[src/rtl/gnn_sched_pkg.sv]
// Shared types and helpers for the GNN combination scheduler.
package gnn_sched_pkg;

   typedef enum logic [2:0] {
      IDLE  = 3'd0,
      ISSUE = 3'd1,
      DRAIN = 3'd2,
      WRITE = 3'd3,
      DONE  = 3'd4
   } sched_state_t;

   localparam int MAX_MEM_LATENCY = 4;

   function automatic int idx_w(input int n);
      return $clog2(n + 1);
   endfunction

endpackage

[src/rtl/combination_scheduler_loop_counter.sv]
// Wrapping index counter: counts 0..LAST_COUNT while enabled; clear overrides enable.
module loop_counter #(
   parameter int LAST_COUNT = 1,
   parameter int W          = 8
) (
   input  logic         clk,
   input  logic         reset,
   input  logic         enable,
   input  logic         clear,
   output logic [W-1:0] count,
   output logic         last
);

   assign last = (count == W'(LAST_COUNT));

   always_ff @(posedge clk or negedge reset) begin
      if (!reset)
         count <= '0;
      else if (clear)
         count <= '0;
      else if (enable)
         count <= last ? '0 : count + 1'b1;
   end

endmodule

[src/rtl/combination_scheduler.sv]
// Sequences feature/weight reads per node, steers the MAC and hands off node results.
module combination_scheduler
   import gnn_sched_pkg::*;
#(
   parameter int NUM_NODES    = 4,
   parameter int NUM_FEATURES = 3,
   parameter int MEM_LATENCY  = 2,
   localparam int NODE_W = idx_w(NUM_NODES),
   localparam int FEAT_W = idx_w(NUM_FEATURES)
) (
   input  logic              clk,
   input  logic              reset,
   input  logic              start,
   output logic              busy,
   output logic              done,
   output logic              mem_read_en,
   output logic [FEAT_W-1:0] feature_addr,
   output logic [NODE_W-1:0] node_addr,
   output logic              mac_clear,
   output logic              mac_enable,
   output logic              result_valid,
   input  logic              result_ready,
   output logic [NODE_W-1:0] result_node
);

   localparam logic [2:0] S_IDLE  = IDLE;
   localparam logic [2:0] S_ISSUE = ISSUE;
   localparam logic [2:0] S_DRAIN = DRAIN;
   localparam logic [2:0] S_WRITE = WRITE;
   localparam logic [2:0] S_DONE  = DONE;

   localparam int DRAIN_W = $clog2(MAX_MEM_LATENCY);
   localparam logic [DRAIN_W-1:0] DRAIN_LAST = DRAIN_W'(MEM_LATENCY - 1);

   logic [2:0]         state;
   logic [2:0]         state_next;
   logic [FEAT_W-1:0]  feat_cnt;
   logic [NODE_W-1:0]  node_cnt;
   logic               feat_last;
   logic               node_last;
   logic [DRAIN_W-1:0] drain_cnt;
   logic [MEM_LATENCY-1:0] en_sr;
   logic [MEM_LATENCY-1:0] clr_sr;
   logic               handshake;

   assign handshake = (state == S_WRITE) && result_ready;

   loop_counter #(.LAST_COUNT(NUM_FEATURES - 1), .W(FEAT_W)) u_feat_cnt (
      .clk    (clk),
      .reset  (reset),
      .enable (state == S_ISSUE),
      .clear  (state != S_ISSUE),
      .count  (feat_cnt),
      .last   (feat_last)
   );

   loop_counter #(.LAST_COUNT(NUM_NODES - 1), .W(NODE_W)) u_node_cnt (
      .clk    (clk),
      .reset  (reset),
      .enable (handshake),
      .clear  (state == S_IDLE),
      .count  (node_cnt),
      .last   (node_last)
   );

   always_comb begin
      state_next = state;
      case (state)
         S_IDLE:  if (start) state_next = S_ISSUE;
         S_ISSUE: if (feat_last) state_next = S_DRAIN;
         S_DRAIN: if (drain_cnt == DRAIN_LAST) state_next = S_WRITE;
         S_WRITE: if (result_ready) state_next = node_last ? S_DONE : S_ISSUE;
         S_DONE:  state_next = S_IDLE;
         default: state_next = S_IDLE;
      endcase
   end

   always_ff @(posedge clk or negedge reset) begin
      if (!reset)
         state <= S_IDLE;
      else
         state <= state_next;
   end

   // DRAIN waits out the memory latency so the last read lands before WRITE.
   always_ff @(posedge clk or negedge reset) begin
      if (!reset)
         drain_cnt <= '0;
      else if (state == S_DRAIN)
         drain_cnt <= (drain_cnt == DRAIN_LAST) ? '0 : drain_cnt + 1'b1;
      else
         drain_cnt <= '0;
   end

   // Read strobe and first-feature flag travel with the data through the memory pipe.
   always_ff @(posedge clk or negedge reset) begin
      if (!reset) begin
         en_sr  <= '0;
         clr_sr <= '0;
      end else begin
         en_sr[0]  <= mem_read_en;
         clr_sr[0] <= mem_read_en && (feature_addr == '0);
         for (int i = 1; i < MEM_LATENCY; i++) begin
            en_sr[i]  <= en_sr[i-1];
            clr_sr[i] <= clr_sr[i-1];
         end
      end
   end

   assign busy         = (state != S_IDLE);
   assign done         = (state == S_DONE);
   assign mem_read_en  = (state == S_ISSUE);
   assign feature_addr = (state == S_ISSUE) ? feat_cnt : '0;
   assign node_addr    = (state == S_ISSUE || state == S_DRAIN || state == S_WRITE) ? node_cnt : '0;
   assign result_valid = (state == S_WRITE);
   assign result_node  = (state == S_WRITE) ? node_cnt : '0;
   assign mac_enable   = en_sr[MEM_LATENCY-1];
   assign mac_clear    = clr_sr[MEM_LATENCY-1];

endmodule
[config.mk]
export PLATFORM = sky130hd
export DESIGN_NAME = combination_scheduler
export DESIGN_NICKNAME = d
export VERILOG_FILES = /design/src/rtl/gnn_sched_pkg.sv /design/src/rtl/combination_scheduler_loop_counter.sv /design/src/rtl/combination_scheduler.sv
export SDC_FILE = /design/constraint.sdc
export NUM_CORES = 1
export LEC_CHECK = 0
export CAP_MARGIN = 20
export CORE_MARGIN = 2
export CORE_UTILIZATION = 40
export DETAILED_ROUTE_END_ITERATION = 10
export HOLD_SLACK_MARGIN = 0.05
export PLACE_DENSITY = 0.75
export SYNTH_ARGS = -nofsm -noshare
export SYNTH_HDL_FRONTEND = slang
export SYNTH_SLANG_ARGS = --single-unit
[constraint.sdc]
create_clock -name clk -period 3 [get_ports clk]
set_input_delay 0.45 -clock clk [delete_from_list [all_inputs] [get_ports clk]]
set_output_delay 0.45 -clock clk [all_outputs]
set_load 0.005 [all_outputs]
# Yosys cells after proc, flatten, opt, wreduce, memory -nomap -nowiden
# Cells that the tools add are included.
# totals
elab_cells,48
reg_bits,14
# op_classes
add_sub_neg,3
mux,17
n_eq_ne,12
reduce_logical,10
# ops
op,n
2-to-1 mux 3 bit,10
2-to-1 mux 2 bit,6
one-hot mux 3 bit (4 select lines),1
== test 3 x 2 -> 1 bit (second input constant),3
!= test 2 x 1 -> 1 bit (second input constant),3
adder 2 x 1 -> 2 bit (second input constant),2
AND reduction 4 bit,1
nonzero test 2 bit,2
adder 3 x 1 -> 3 bit (second input constant),1
== test 3 x 1 -> 1 bit (second input constant),1
== test 3 bit (second input constant),1
logical NOT 3 bit,1
!= test 3 x 1 -> 1 bit (second input constant),1
nonzero test 3 bit,1
== test 2 x 1 -> 1 bit (second input constant),1
== test 2 bit (second input constant),1
logical AND 1 bit,2
logical NOT 2 bit,1
logical OR 1 bit,2
!= test 2 bit (second input constant),1

# Logic depth before layout (Yosys ltp)
# logic_depth
ltp_word,4
ltp_mapped,4
mapped_depth_nobuf,4

# By module
# A second synthesis with hierarchy kept.
# hier_totals
cells_unflattened,63
area_unflattened_um2,683.2
# modules_own_cells
mod,cells_each,area_per_inst_um2,seq_area_each_um2,instances
combination_scheduler,40,441.7,225.2,1
loop_counter (u_node_cnt),14,146.4,75.1,1
loop_counter (u_feat_cnt),9,95.1,50.0,1

# Worst setup path after synthesis
# No wires, ideal clock.
# synth_timing
path_kind,reg-to-output
from,register state[2]
to,output port busy
required_ps,2550
slack_ps,1534
arrival_ps,1016
path_buffers,1
path_stages_with_launch,3
path_cell_list,dfrtp_1 > clkbuf_1 > or3_1
# synth_between
elab_chain_cells,1
# synth_lines
item,line,source
start: declaration,combination_scheduler.sv:35,logic [2:0] state;
start signal: assignment,combination_scheduler.sv:82,state <= state_next;
nonzero test 3 bit,combination_scheduler.sv:110,assign busy = (state != S_IDLE);
end: declaration,combination_scheduler.sv:14,"output logic busy,"
# Every way passes these cells.

# Final worst setup path
# layout_timing
from,register state[2]
to,output port feature_addr[0]
# layout_between
elab_chain_cells,2
# layout_lines
item,line,source
== test 3 x 1 -> 1 bit,combination_scheduler.sv:113,assign feature_addr = (state == S_ISSUE) ? feat_cnt : '0;
2-to-1 mux 2 bit,combination_scheduler.sv:113,
end: declaration,combination_scheduler.sv:17,"output logic [FEAT_W-1:0] feature_addr,"
# Every way passes these cells.

==> flow_metrics.py <==
metrics = {
    "sta": {
        "finClkSkew_ps": 3.82,
        "rsz0062_at_grt": "false",
        "worst_pin_slew_ps": 587,
        "hold_viol": 0,
        "final-setup-viol-count": 0,
        "finalSetupTns_ps": 0,
        "fin_crit_ps": 2330,
        "slew-limit-headroom_pct": 60.7,
        "maxSlewViolCount": 0,
        "fin_crit_sh_pct": 77.6,
        "max_freq_ghz": 0.430,
        "timing.hold.ws_ps": 353,
    },
    "layout": {
        "antennaDiodeCount": 0,
        "nFillCells": 136,
        "nets": 86,
        "post_route_cells_drive_above_1_share_pct": 10.0,
        "syn_to_final_growth_pct": 30.2,
    },
    "setup_path": {
        "worstPathArrival_ps": 1880,
        "cp_data_required_time_ps": 2550,
        "startpoint_type": "flop",
        "end_kind": "primary output",
        "worstReg2RegStart": "state[2]",
        "worst-setup-path-type": "reg2out",
        "critPathLaunch": "state[2]",
        "cp_max_fo": 16,
    },
    "drt": {
        "vias": 517,
        "vias_per_cell": 5.39,
        "drc_errors": 0,
        "drtPass1Iterations": 4,
        "antenna_left": 0,
        "first_iter_violations": 4,
        "finalWirelength_mm": 1.25,
        "detail_route.wl_per_cell_um": 13.0,
    },
    "global_route": {
        "track_usage_pct": 14.9,
        "grt_pass1_vias": 461,
        "grt_pass1_wl_mm": 2.08,
        "grt_overflow": 0,
        "antenna_found_initial": 0,
        "grt_max_degree": 17,
    },
    "synth": {
        "yosysTopAreaCell": "dfrtp_1",
        "synth-edff-count": 0,
        "synthTopCellsByCount": "dfrtp_1 (14), and2_1 (8), nor3b_1 (6)",
        "yosysTopAreaCellShare_pct": 50.9,
        "synth_area_leaders": "dfrtp_1 (51%), and2_1 (7.3%), nor3b_1 (6.5%), nor4b_2 (4.4%), nor3b_2 (3.6%)",
        "synth.cell_area_um2": 688,
        "synth_seq_area_share_pct": 50.9,
        "synthArstFlopShare_pct": 100,
        "ys_warn_count": 0,
        "ys.flop_type": "dfrtp_1",
        "syn_inst": 63,
        "syn_nets": 68,
        "ys_ff_latch": 14,
        "synth.most_common_cell": "dfrtp_1",
        "syn_area_per_cell_um2": 10.9,
        "yosysUniqueCellTypes": 26,
    },
    "placed_design": {
        "dp_hpwl_um": 897,
        "place_congestion": 0.752,
        "portBuffers": 17,
    },
    "clock_tree": {
        "post-cts-setup-buffers": 0,
        "ctsHoldBuffers": 0,
        "cts_root_buffer": "clkbuf_4",
        "cts_sinks": 14,
        "cts_resized": 0,
        "cts_tree": "done",
        "cts.reportedPaths.clkPinSlew_ps": 80,
        "clk_latency_ps": 280,
        "clockBufferDepth": 2,
        "cts_made_buffers": 3,
        "htree_levels": 1,
    },
    "floorplanning": {
        "coreArea_um2": 1560,
        "initial_core_util_pct": 44.1,
        "fp.dieH_um": 45.5,
        "dieWidth_um": 45.5,
        "rows": 14,
        "ios": 18,
        "dieArea_um2": 2070,
    },
    "power": {
        "power.density_nw_per_um2": 848,
        "p_leak_uw": 0.000392,
        "ir_drop_v": 0.000469,
    },
    "min_path": {
        "holdCritPathClass": "reg2reg",
        "min_from": "clr_sr[0]",
    },
    "status": {
        "outcome": "finished clean",
    },
    "flow_run": {
        "drv_cap": 0,
    },
}
==> cells by family (layout without fill, tap and decap cells) <==
family / Yosys count / in the layout / share of synthesized area, %
AOI/OAI and AO/OA: 9 / 9 / 8.55
and+or+nand+nor: 34 / 34 / 35.5
DFF: 14 / 14 / 50.9
buffers and inverters: 5 / 22 / 3.27
adders and majority gates: 1 / 1 / 1.82
==> worst max-delay path: stages (launching register included) <==
cell and delay, ps:
dfrtp_1 550, nor3b_2 370, and2_1 190, clkdlybuf4s50_1 500
==> routing by layer <==
metal / vias up / routed length (um) / track usage, %
li1: 257 / - / -
met1: 245 / 625 / 19.3
met2: 13 / 560 / 20.0
met3: 2 / 44 / 7.14
met4: 0 / 18 / 8.82
met5: - / 0 / 0
==> sequential cells by signal, summed over array words and instances, names as in the netlist <==
name,flops
state,3
u_node_cnt.count,3
clr_sr,2
drain_cnt,2
en_sr,2
u_feat_cnt.count,2
==> metrics by stage <==
step	instances	worst slack [ps]	power, uW	cell area, um2	util [%]
3_3_place_gp	92	981	629	860	55.1
4_1_cts	96	642	770	896	57.5
6_report	96	673	760	896	57.5
5_1_grt	96	531	818	896	57.5
3_5_place_dp	92	967	636	860	55.1
2_1_floorplan	63	1530	490	688	-
==> final timing paths <==
check	to	slack (ps)	depth (start not counted)
worst max-delay path	feature_addr[0]	670	3
max in group asynchronous	state[0]	2080	1
min in group asynchronous	clr_sr[0]	540	1
worst min register to register	clr_sr[1]	350	0
worst max register to register	state[0]	1680	2
worst min-delay path	clr_sr[1]	350	0
==> placed cells by master (no fill, tap or decap) <==
cell type,n
a211o_1,1
a211oi_1,1
a21boi_1,1
a31oi_1,2
and2_1,8
and3b_1,1
and4b_1,1
clkbuf_4,3
clkbuf_8,1
clkdlybuf4s50_1,17
dfrtp_1,14
ha_1,1
inv_1,1
nand2_1,2
nand2b_1,2
nand3_1,1
nand3b_1,1
nand4_1,1
nor2_1,3
nor2b_1,3
nor3b_1,6
nor3b_2,2
nor4b_2,2
o21a_1,1
o21ai_0,1
o21ai_1,2
or3_1,1
==> power by group <==
group	switching [uW]	total, uW	internal, uW
clock	56.4	130	73.8
combinational	113	300	187
sequential	78.1	329	251
==> final cells by class <==
type	instances	area, um2	area share (%)
clock buffers	4	36.3	4.05
repair buffers	17	170	19.0
well taps	16	20.0	2.23
inverters	1	3.75	0.419
multi-input cells	44	315	35.2
flip-flops and latches	14	350	39.1
Note: power is estimated with default switching activity, not from simulation.
